==> src/rtl/keypad_scan_fifo.sv <==
// Keypad front end: synchronizes and debounces the 16-button pad, then queues one
// 4-bit key code per accepted press in a first-word-fall-through FIFO.
module keypad_scan_fifo #(
   parameter int DB_TICKS = 3,
   parameter int DEPTH    = 8,
   parameter int PTR_W    = 3
) (
   input  logic             clk,
   input  logic             rst,
   input  logic             sample_tick,
   input  logic [15:0]      pb,
   input  logic             rd_en,
   output logic [3:0]       key_code,
   output logic             key_valid,
   output logic [PTR_W:0]   key_count,
   output logic             overflow,
   input  logic             clr_overflow
);

   localparam logic [3:0]     DB_LAST    = 4'(DB_TICKS);
   localparam logic [PTR_W:0] FULL_COUNT = (PTR_W + 1)'(DEPTH);

   typedef enum logic [1:0] {IDLE, PRESS_DB, HELD, REL_DB} state_t;

   state_t           state, state_next;
   logic [15:0]      sync_a, sync_b;
   logic [4:0]       ones;
   logic [3:0]       idx;
   logic             one_hot;
   logic             released;
   logic             same_key;
   logic [3:0]       cand, cand_next;
   logic [3:0]       cnt, cnt_next;
   logic [3:0]       cnt_inc;
   logic             push;
   logic [3:0]       push_code;
   logic [3:0]       mem [DEPTH];
   logic [PTR_W-1:0] wr_ptr, rd_ptr;
   logic             full;
   logic             pop;
   logic             write;

   always_ff @(posedge clk or negedge rst) begin
      if (!rst) begin
         sync_a <= '0;
         sync_b <= '0;
      end else begin
         sync_a <= pb;
         sync_b <= sync_a;
      end
   end

   // Population count doubles as the one-hot test; idx is only meaningful when one_hot.
   always_comb begin
      ones = '0;
      idx  = '0;
      for (int i = 0; i < 16; i++) begin
         if (sync_b[i]) begin
            ones = ones + 5'd1;
            idx  = 4'(i);
         end
      end
      one_hot = (ones == 5'd1);
   end

   assign released = (sync_b == 16'd0);
   assign same_key = one_hot && (idx == cand);
   assign cnt_inc  = cnt + 4'd1;

   always_ff @(posedge clk or negedge rst) begin
      if (!rst) begin
         state <= IDLE;
         cand  <= '0;
         cnt   <= '0;
      end else begin
         state <= state_next;
         cand  <= cand_next;
         cnt   <= cnt_next;
      end
   end

   always_comb begin
      state_next = state;
      cand_next  = cand;
      cnt_next   = cnt;
      if (sample_tick) begin
         case (state)
            IDLE: begin
               if (one_hot) begin
                  cand_next = idx;
                  cnt_next  = 4'd1;
                  if (DB_TICKS == 1) state_next = HELD;
                  else               state_next = PRESS_DB;
               end
            end
            PRESS_DB: begin
               if (same_key) begin
                  cnt_next = cnt_inc;
                  if (cnt_inc == DB_LAST) state_next = HELD;
               end else begin
                  state_next = IDLE;
               end
            end
            HELD: begin
               if (released) begin
                  cnt_next = 4'd1;
                  if (DB_TICKS == 1) state_next = IDLE;
                  else               state_next = REL_DB;
               end
            end
            REL_DB: begin
               if (released) begin
                  cnt_next = cnt_inc;
                  if (cnt_inc == DB_LAST) state_next = IDLE;
               end else begin
                  state_next = HELD;
               end
            end
            default: state_next = IDLE;
         endcase
      end
   end

   // A single-tick debounce pushes straight out of IDLE using the live index.
   always_comb begin
      push      = 1'b0;
      push_code = cand;
      if (sample_tick) begin
         case (state)
            IDLE: begin
               if (one_hot && (DB_TICKS == 1)) begin
                  push      = 1'b1;
                  push_code = idx;
               end
            end
            PRESS_DB: begin
               if (same_key && (cnt_inc == DB_LAST)) push = 1'b1;
            end
            default: push = 1'b0;
         endcase
      end
   end

   assign key_valid = (key_count != '0);
   assign full      = (key_count == FULL_COUNT);
   assign pop       = rd_en && key_valid;
   assign write     = push && (!full || pop);

   always_ff @(posedge clk) begin
      if (write) mem[wr_ptr] <= push_code;
   end

   // When full, a simultaneous pop frees the slot the push lands in, so count holds.
   always_ff @(posedge clk or negedge rst) begin
      if (!rst) begin
         wr_ptr    <= '0;
         rd_ptr    <= '0;
         key_count <= '0;
         overflow  <= 1'b0;
      end else begin
         if (write) wr_ptr <= wr_ptr + 1'b1;
         if (pop)   rd_ptr <= rd_ptr + 1'b1;
         if (write && !pop)      key_count <= key_count + 1'b1;
         else if (!write && pop) key_count <= key_count - 1'b1;
         if (push && full && !pop) overflow <= 1'b1;
         else if (clr_overflow)    overflow <= 1'b0;
      end
   end

   assign key_code = key_valid ? mem[rd_ptr] : 4'd0;

endmodule

==> config.mk <==
export PLATFORM = sky130hd
export DESIGN_NAME = keypad_scan_fifo
export DESIGN_NICKNAME = d
export VERILOG_FILES = /design/src/rtl/keypad_scan_fifo.sv
export SDC_FILE = /design/constraint.sdc
export NUM_CORES = 1
export LEC_CHECK = 0
export CORE_MARGIN = 5
export CORE_UTILIZATION = 60
export CTS_CLUSTER_SIZE = 40
export DETAILED_ROUTE_END_ITERATION = 8
export MAX_ROUTING_LAYER = met4
export PLACE_DENSITY = 0.8
export SKIP_CTS_REPAIR_TIMING = 1
export SLEW_MARGIN = 20
export SYNTH_ARGS = -nofsm -noshare
export SYNTH_HDL_FRONTEND = slang
export SYNTH_SLANG_ARGS = --single-unit
==> constraint.sdc <==
create_clock -name clk -period 14.6 [get_ports clk]
set_input_delay 1.46 -clock clk [delete_from_list [all_inputs] [get_ports clk]]
set_output_delay 1.46 -clock clk [all_outputs]
set_load 0.02 [all_outputs]
==> metrics.md, run 1 <==
| Metric | Value |
|---|---|
| CP top delay family | adder cells |
| Initial Util | between 60 and 70% |
| TritonCTS clock tree | built |
| CTS sink count | between 80 and 90 |
| Total power | just over 1 mW |
| Syn Nets | between 500 and 600 |
| Most frequent cells in the layout | dfrtp_1 (53), nor2_1 (35), nand2_1 (34) |
| Placed Instances | slightly below 600 |
| Post-synth top flop | dfrtp_1 |
| Critical-path top delay cell | a211oi_4 |
| Critical path launch point type | flip-flop |
| Worst path arrival time | ~12000 ps |
| # diodes | 0 |
| # IOs | 31 |
| Most used cell, CP | ha_1 |
| Syn Std Cell Area | 5000 um^2 |
| Final setup fails | 0 |
| Worst skew pair latency | between 300 and 400 ps |
| Final worst slack | 3040 ps |
| Post-synth EDFFs | 32 |
| Ys async rst share | between 60 and 70% |
| Placed cell areas | ~5400 um^2 |
| Final hold vios | 0 |
| Clk slew on worst S/H paths | 90 ps |
| Gate Count Post-Synth | 460 |
| Max_cap viols | 0 |
| Post-DP HPWL | between 7000 and 8000 um |
| Slew HR | between 30% and 40% |
| CTS root buf | clkbuf_8 |
| Place WS | roughly 3200 ps |
| Syn. warnings | 0 |
| Register area share after synthesis | a little under half |
| Gr ovfl total | 0 |
| Skew final | 9.01 ps |
| Die Ht | 101 um |
| Vias | roughly 3500 |
| Critical path buffer and inverter count | 3 |
| Initial antenna violation count | 0 |
| Chip Width | slightly above 100 um |
| Unrepaired setup endpoints after global routing | false |
| Gr usage total | 21.0% |
| Number of buffers created by CTS | 9 |
| RePlAce Congestion | just under 0.9 |
| Design Area, Final | roughly 5600 um^2 |
| Final Core Density | roughly two thirds |
| CP Capture Type | flip-flop |
| Fmax | 86.5 MHz |
| Fin crit share | slightly below 80% |
| Crit-path max FO | 9 |
| DR DRC count | 0 |
| Leakage | ~2.2 nW |
| Mean post-synth cell area | around 11 um^2 |
| Crit Path Category | reg2reg |
| Most common cell after layout, fill and taps aside | dfrtp_1 |
| Drt pass-1 iters | 4 |
| Synth Register Bits | 85 |
| VDD IR max | between 0.00009 and 0.0001 V |
| Fin cells | around 600 |
| Vias in the first global route | ~3700 |
| Worst Hold Class | reg2reg |
| Routed Antenna Nets | 0 |
| Outcome | complete, no violations |
| DRT iter0 DRCs | between 200 and 250 |
| Fraction of layout cells with a size suffix above 1 | 10.0% |
| Req. time, crit path | 14850 ps |
| Max Buffers Root-to-Sink | 2 |
| Routed WL per cell | approximately 16 um |
| Via/cell ratio | approximately 6 |
| Area grow syn2layout | 11.4% |
| Setup TNS | 0 ps |
| H-tree depth | 3 |
| Slew Viols, Final | 0 |
| First-pass GRT wire length | 16700 um |
| Core box area | between 8000 and 9000 um^2 |
| Worst slew pin tran | slightly below 1000 ps |
| Final net count | 530 |
| DIE AREA | slightly above 10000 um^2 |
| WL final | between 9000 and 10000 um |
| Crit-path max cell delay | between 400 and 500 ps |
| Number of distinct library cells after synthesis | just over 70 |
| PortBufs | 30 |
| Row count | 33 |
| Min Hold Slack | roughly 350 ps |
| Largest net degree at the start of global routing | between 50 and 60 |
| PwrDens | 184 nW/um^2 |
| Fin crit period | between 10000 and 15000 ps |
-- power breakdown --
group,leakage (nW),total (mW),internal [mW],switching [mW]
combinational,1.19,0.527,0.250,0.278
sequential,0.901,0.326,0.278,0.0482
clock,0.0938,0.169,0.0805,0.0890
total,2.18,1.02,0.608,0.415
-- worst paths after layout --
check	cells past startpoint	end	slack (ps)	from
min in group asynchronous	2	sync_a[7]$_DFF_PN0_	1210	rst
max in group asynchronous	2	cand[1]$_DFFE_PN0P_	12940	rst
hold / removal	0	sync_b[15]$_DFF_PN0_	350	sync_a[15]$_DFF_PN0_
setup reg to reg	54	key_count[3]$_DFFE_PN0P_	3040	sync_b[1]$_DFF_PN0_
setup / recovery	54	key_count[3]$_DFFE_PN0P_	3040	sync_b[1]$_DFF_PN0_
hold reg to reg	0	sync_b[15]$_DFF_PN0_	350	sync_a[15]$_DFF_PN0_
-- final cells by class --
cell class	count	area, um^2
clock buffers	10	128
flip-flops and latches	85	2290
repair buffers	31	303
well taps	105	131
fillers	637	2610
inverters	26	97.6
multi-input cells	332	2550
clock inverters	6	68.8
-- worst register-to-register path: cells and delay by family, from the launching register on --
kind	cells	cell delay, ps
buffers and inverters	3	310
adder cells (fa/ha/maj)	16	4590
flip-flops	1	400
XOR/XNOR	3	480
AO/OA/AOI/OAI	14	2650
AND/OR/NAND/NOR	12	1450
multiplexers	6	1590
-- synthesized netlist by cell type, types with 8 or more instances --
cell	number	share of area, %
dfrtp_1	53	27
nor2_1	35	2.6
nand2_1	34	2.6
edfxtp_1	32	19
xnor2_1	30	5.3
inv_1	24	1.8
ha_1	23	5.8
o21ai_0	21	2.1
a21oi_1	18	1.8
nand3_1	17	1.7
xor2_1	15	2.6
nor3_1	14	1.4
clkbuf_1	13	0.98
mux2_2	8	1.8
mux4_2	8	3.6
-- kinds of logic after synthesis --
group                    synth area share (%)
buffers and inverters                    3.30
multiplexers                             7.56
XOR/XNOR                                 11.3
flip-flops                               45.7
adder cells (fa/ha/maj)                  6.16
AO/OA/AOI/OAI                            12.6
AND/OR/NAND/NOR                          13.4
-- routing by layer --
layer  track usage, %  vias up  share of wire [%]
li1                 -     1730                  -
met3             2.89       14                3.1
met1             24.8     1733                 42
met5                -        -                  0
met2             36.4       61                 53
met4             7.87        0                1.4
-- state kept, by name, summed over array words and instances (netlist names) --
signal	cells
mem	32
sync_a	16
sync_b	16
cand	4
cnt	4
key_count	4
rd_ptr	3
wr_ptr	3
state	2
overflow	1
Note: power is estimated with default switching activity, not from simulation.
==> run 2: changes to the inputs <==
- clock period: 14.6 -> 10.9 ns (I/O delays scaled with it)
==> run 2 against run 1 <==
Sequential power is 34% higher. Flip-flop and latch count stayed put. Final area is 2.0% higher. Cell count is 1.5% higher. Die area stayed put. Via count is 0.25% higher. Clock skew is 3.2 ps higher. Maximum frequency is 11% higher. Hold slack worse by 6.3 ps. Utilization is 1.3 points higher. Critical path depth is 2 higher. Count of clock-buffer cells in the layout stayed put.
==> metrics.md, run 2 (synthesis results as in run 1) <==
| Metric | Value |
|---|---|
| Final hold vios | 0 |
| Post-DP HPWL | roughly 6900 um |
| Fillcell total | roughly 620 |
| Most used cell, CP | ha_1 |
| Initial antenna violation count | 0 |
| CTS sink count | 85 |
| Worst skew pair latency | between 300 and 400 ps |
| WHS Path Cells | 0 |
| PwrDens | ~240 nW/um^2 |
| CP Capture Type | flip-flop |
| Hold Path Origin | sync_a[13]$_DFF_PN0_ |
| Largest regs | mem (32), sync_a (16), sync_b (16) |
| H-tree depth | 3 |
| Worst Hold Class | reg2reg |
| PortBufs | 30 |
| Chip Width | 101 um |
| DR DRC count | 0 |
| Crit-path max cell delay | ~420 ps |
| Largest net degree at the start of global routing | 54 |
| Most common cell after layout, fill and taps aside | dfrtp_1 |
| Routed Antenna Nets | 0 |
| Reg2Reg Launch Point | sync_b[1]$_DFF_PN0_ |
| Slew Viols, Final | 0 |
| Max reg flops | 32 |
| Outcome | complete, no violations |
| Biggest register | mem |
| Gr usage total | roughly a fifth |
| DIE AREA | between 10000 and 15000 um^2 |
| Final setup fails | 0 |
| Total power | 1.38 mW |
| Grt peak-use layer | met2 |
| FF-to-FF setup slack | 490 ps |
| GR Util met3 | between 3 and 4% |
| Fin crit share | around 95% |
| Area of the multi-input gates | approximately 2600 um^2 |
| Core box area | 8180 um^2 |
| Reg2reg path depth | 56 |
| Critical-path top delay cell | dfrtp_1 |
| Min Hold Slack | about 350 ps |
| Fin crit period | 10410 ps |
| Number of buffers created by CTS | 9 |
| # IOs | 31 |
| Skew final | around 12 ps |
| Setup TNS | 0 ps |
| Req. time, crit path | approximately 11000 ps |
| RePlAce Congestion | approximately 0.85 |
| Leakage | roughly 2.2 nW |
| Initial Util | about three fifths |
| Row count | 33 |
| Reg-to-Reg End | key_count[3]$_DFFE_PN0P_ |
| Most frequent cells in the layout | dfrtp_1 (53), nor2_1 (35), nand2_1 (32), edfxtp_1 (32), xnor2_1 (30) |
| Fmax | approximately 96 MHz |
| Crit Path Category | reg2reg |
| WL final | around 9400 um |
| Area grow syn2layout | 13.6% |
| Worst Hold Endpoint | sync_b[13]$_DFF_PN0_ |
| Max_cap viols | 0 |
| CTS root buf | clkbuf_8 |
| Critical path origin | sync_b[1]$_DFF_PN0_ |
| Met2 Use GR | 32.9% |
| VDD IR max | between 0.0001 and 0.00015 V |
| Drt pass-1 iters | 4 |
| Slew HR | 47.9% |
| Crit-path max FO | 5 |
| First-pass GRT wire length | approximately 16000 um |
| Design Area, Final | 5680 um^2 |
| Met1 Use GR | roughly a quarter |
| Via/cell ratio | approximately 5.9 |
| Clk slew on worst S/H paths | approximately 90 ps |
| Fraction of layout cells with a size suffix above 1 | 14.0% |
| Vias in the first global route | roughly 3400 |
| Max Buffers Root-to-Sink | 2 |
| Die Ht | between 100 and 150 um |
| Routed WL per cell | 15.6 um |
| Gr ovfl total | 0 |
| # diodes | 0 |
| Final net count | 539 |
| DRT iter0 DRCs | around 170 |
| Register area | approximately 2300 um^2 |
| Vias | roughly 3500 |
| Placed cell areas | around 5400 um^2 |
| Worst path arrival time | roughly 11000 ps |
| Critical path launch point type | flip-flop |
| Worst slew pin tran | about 770 ps |
| TritonCTS clock tree | built |
[run 2: changes by cell type in the layout (fill, tap and decap cells not counted), sizes merged]
cell | before | now
inv | 28 | 27
clkinv | 1 | 3
bufinv | 1 | 0
buf | 2 | 11
[run 2: per-layer routing]
| metal | wire [um] | share of wire [%] | up-vias |
|---|---|---|---|
| met5 | 0 | 0 | - |
| li1 | - | - | 1742 |
| met2 | 4780 | 51 | 64 |
| met1 | 4170 | 44 | 1726 |
| met3 | 275 | 2.9 | 15 |
| met4 | 205 | 2.2 | 0 |
[run 2: metrics by stage]
| stage | worst slack (ps) | std cells | util [%] |
|---|---|---|---|
| finish | 494 | 604 | 69.5 |
| global route | -74.4 | 604 | 69.5 |
| CTS | -6.03 | 603 | 68.5 |
| detailed placement | 67.5 | 587 | 66.4 |
| global placement | 366 | 587 | 66.4 |
| floorplan | 545 | 460 | - |
[run 2: critical path, delay by kind of cell, from the launching register on]
kind,cells,cell delay (ps)
flops,1,420
buf+inv,4,350
simple gates,16,1910
fa+ha+maj,16,4120
compound gates,12,1590
mux,6,1640
xor+xnor,2,270
[run 2: power breakdown]
group          internal, mW  leakage [nW]  switching, mW  total, mW
sequential            0.372         0.901         0.0643      0.437
combinational         0.361          1.24          0.384      0.745
clock                0.0844        0.0833          0.117      0.201
total                 0.818          2.22          0.564       1.38
[run 2: layout make-up]
class | count | share of cell area, %
Inverter | 26 | 1.72
Sequential cell | 85 | 40.3
Tap cell | 105 | 2.31
Clock inverter | 6 | 0.815
Clock buffer | 10 | 2.25
Timing Repair Buffer | 40 | 6.52
Multi-Input combinational cell | 332 | 46.1
[run 2: worst max path at each step]
stage                                to  cells past startpoint
2_1_floorplan  key_count[3]$_DFFE_PN0P_                     55
3_3_place_gp   key_count[3]$_DFFE_PN0P_                     55
3_5_place_dp   key_count[3]$_DFFE_PN0P_                     56
4_1_cts        key_count[3]$_DFFE_PN0P_                     56
5_1_grt        key_count[3]$_DFFE_PN0P_                     56
6_report       key_count[3]$_DFFE_PN0P_                     56
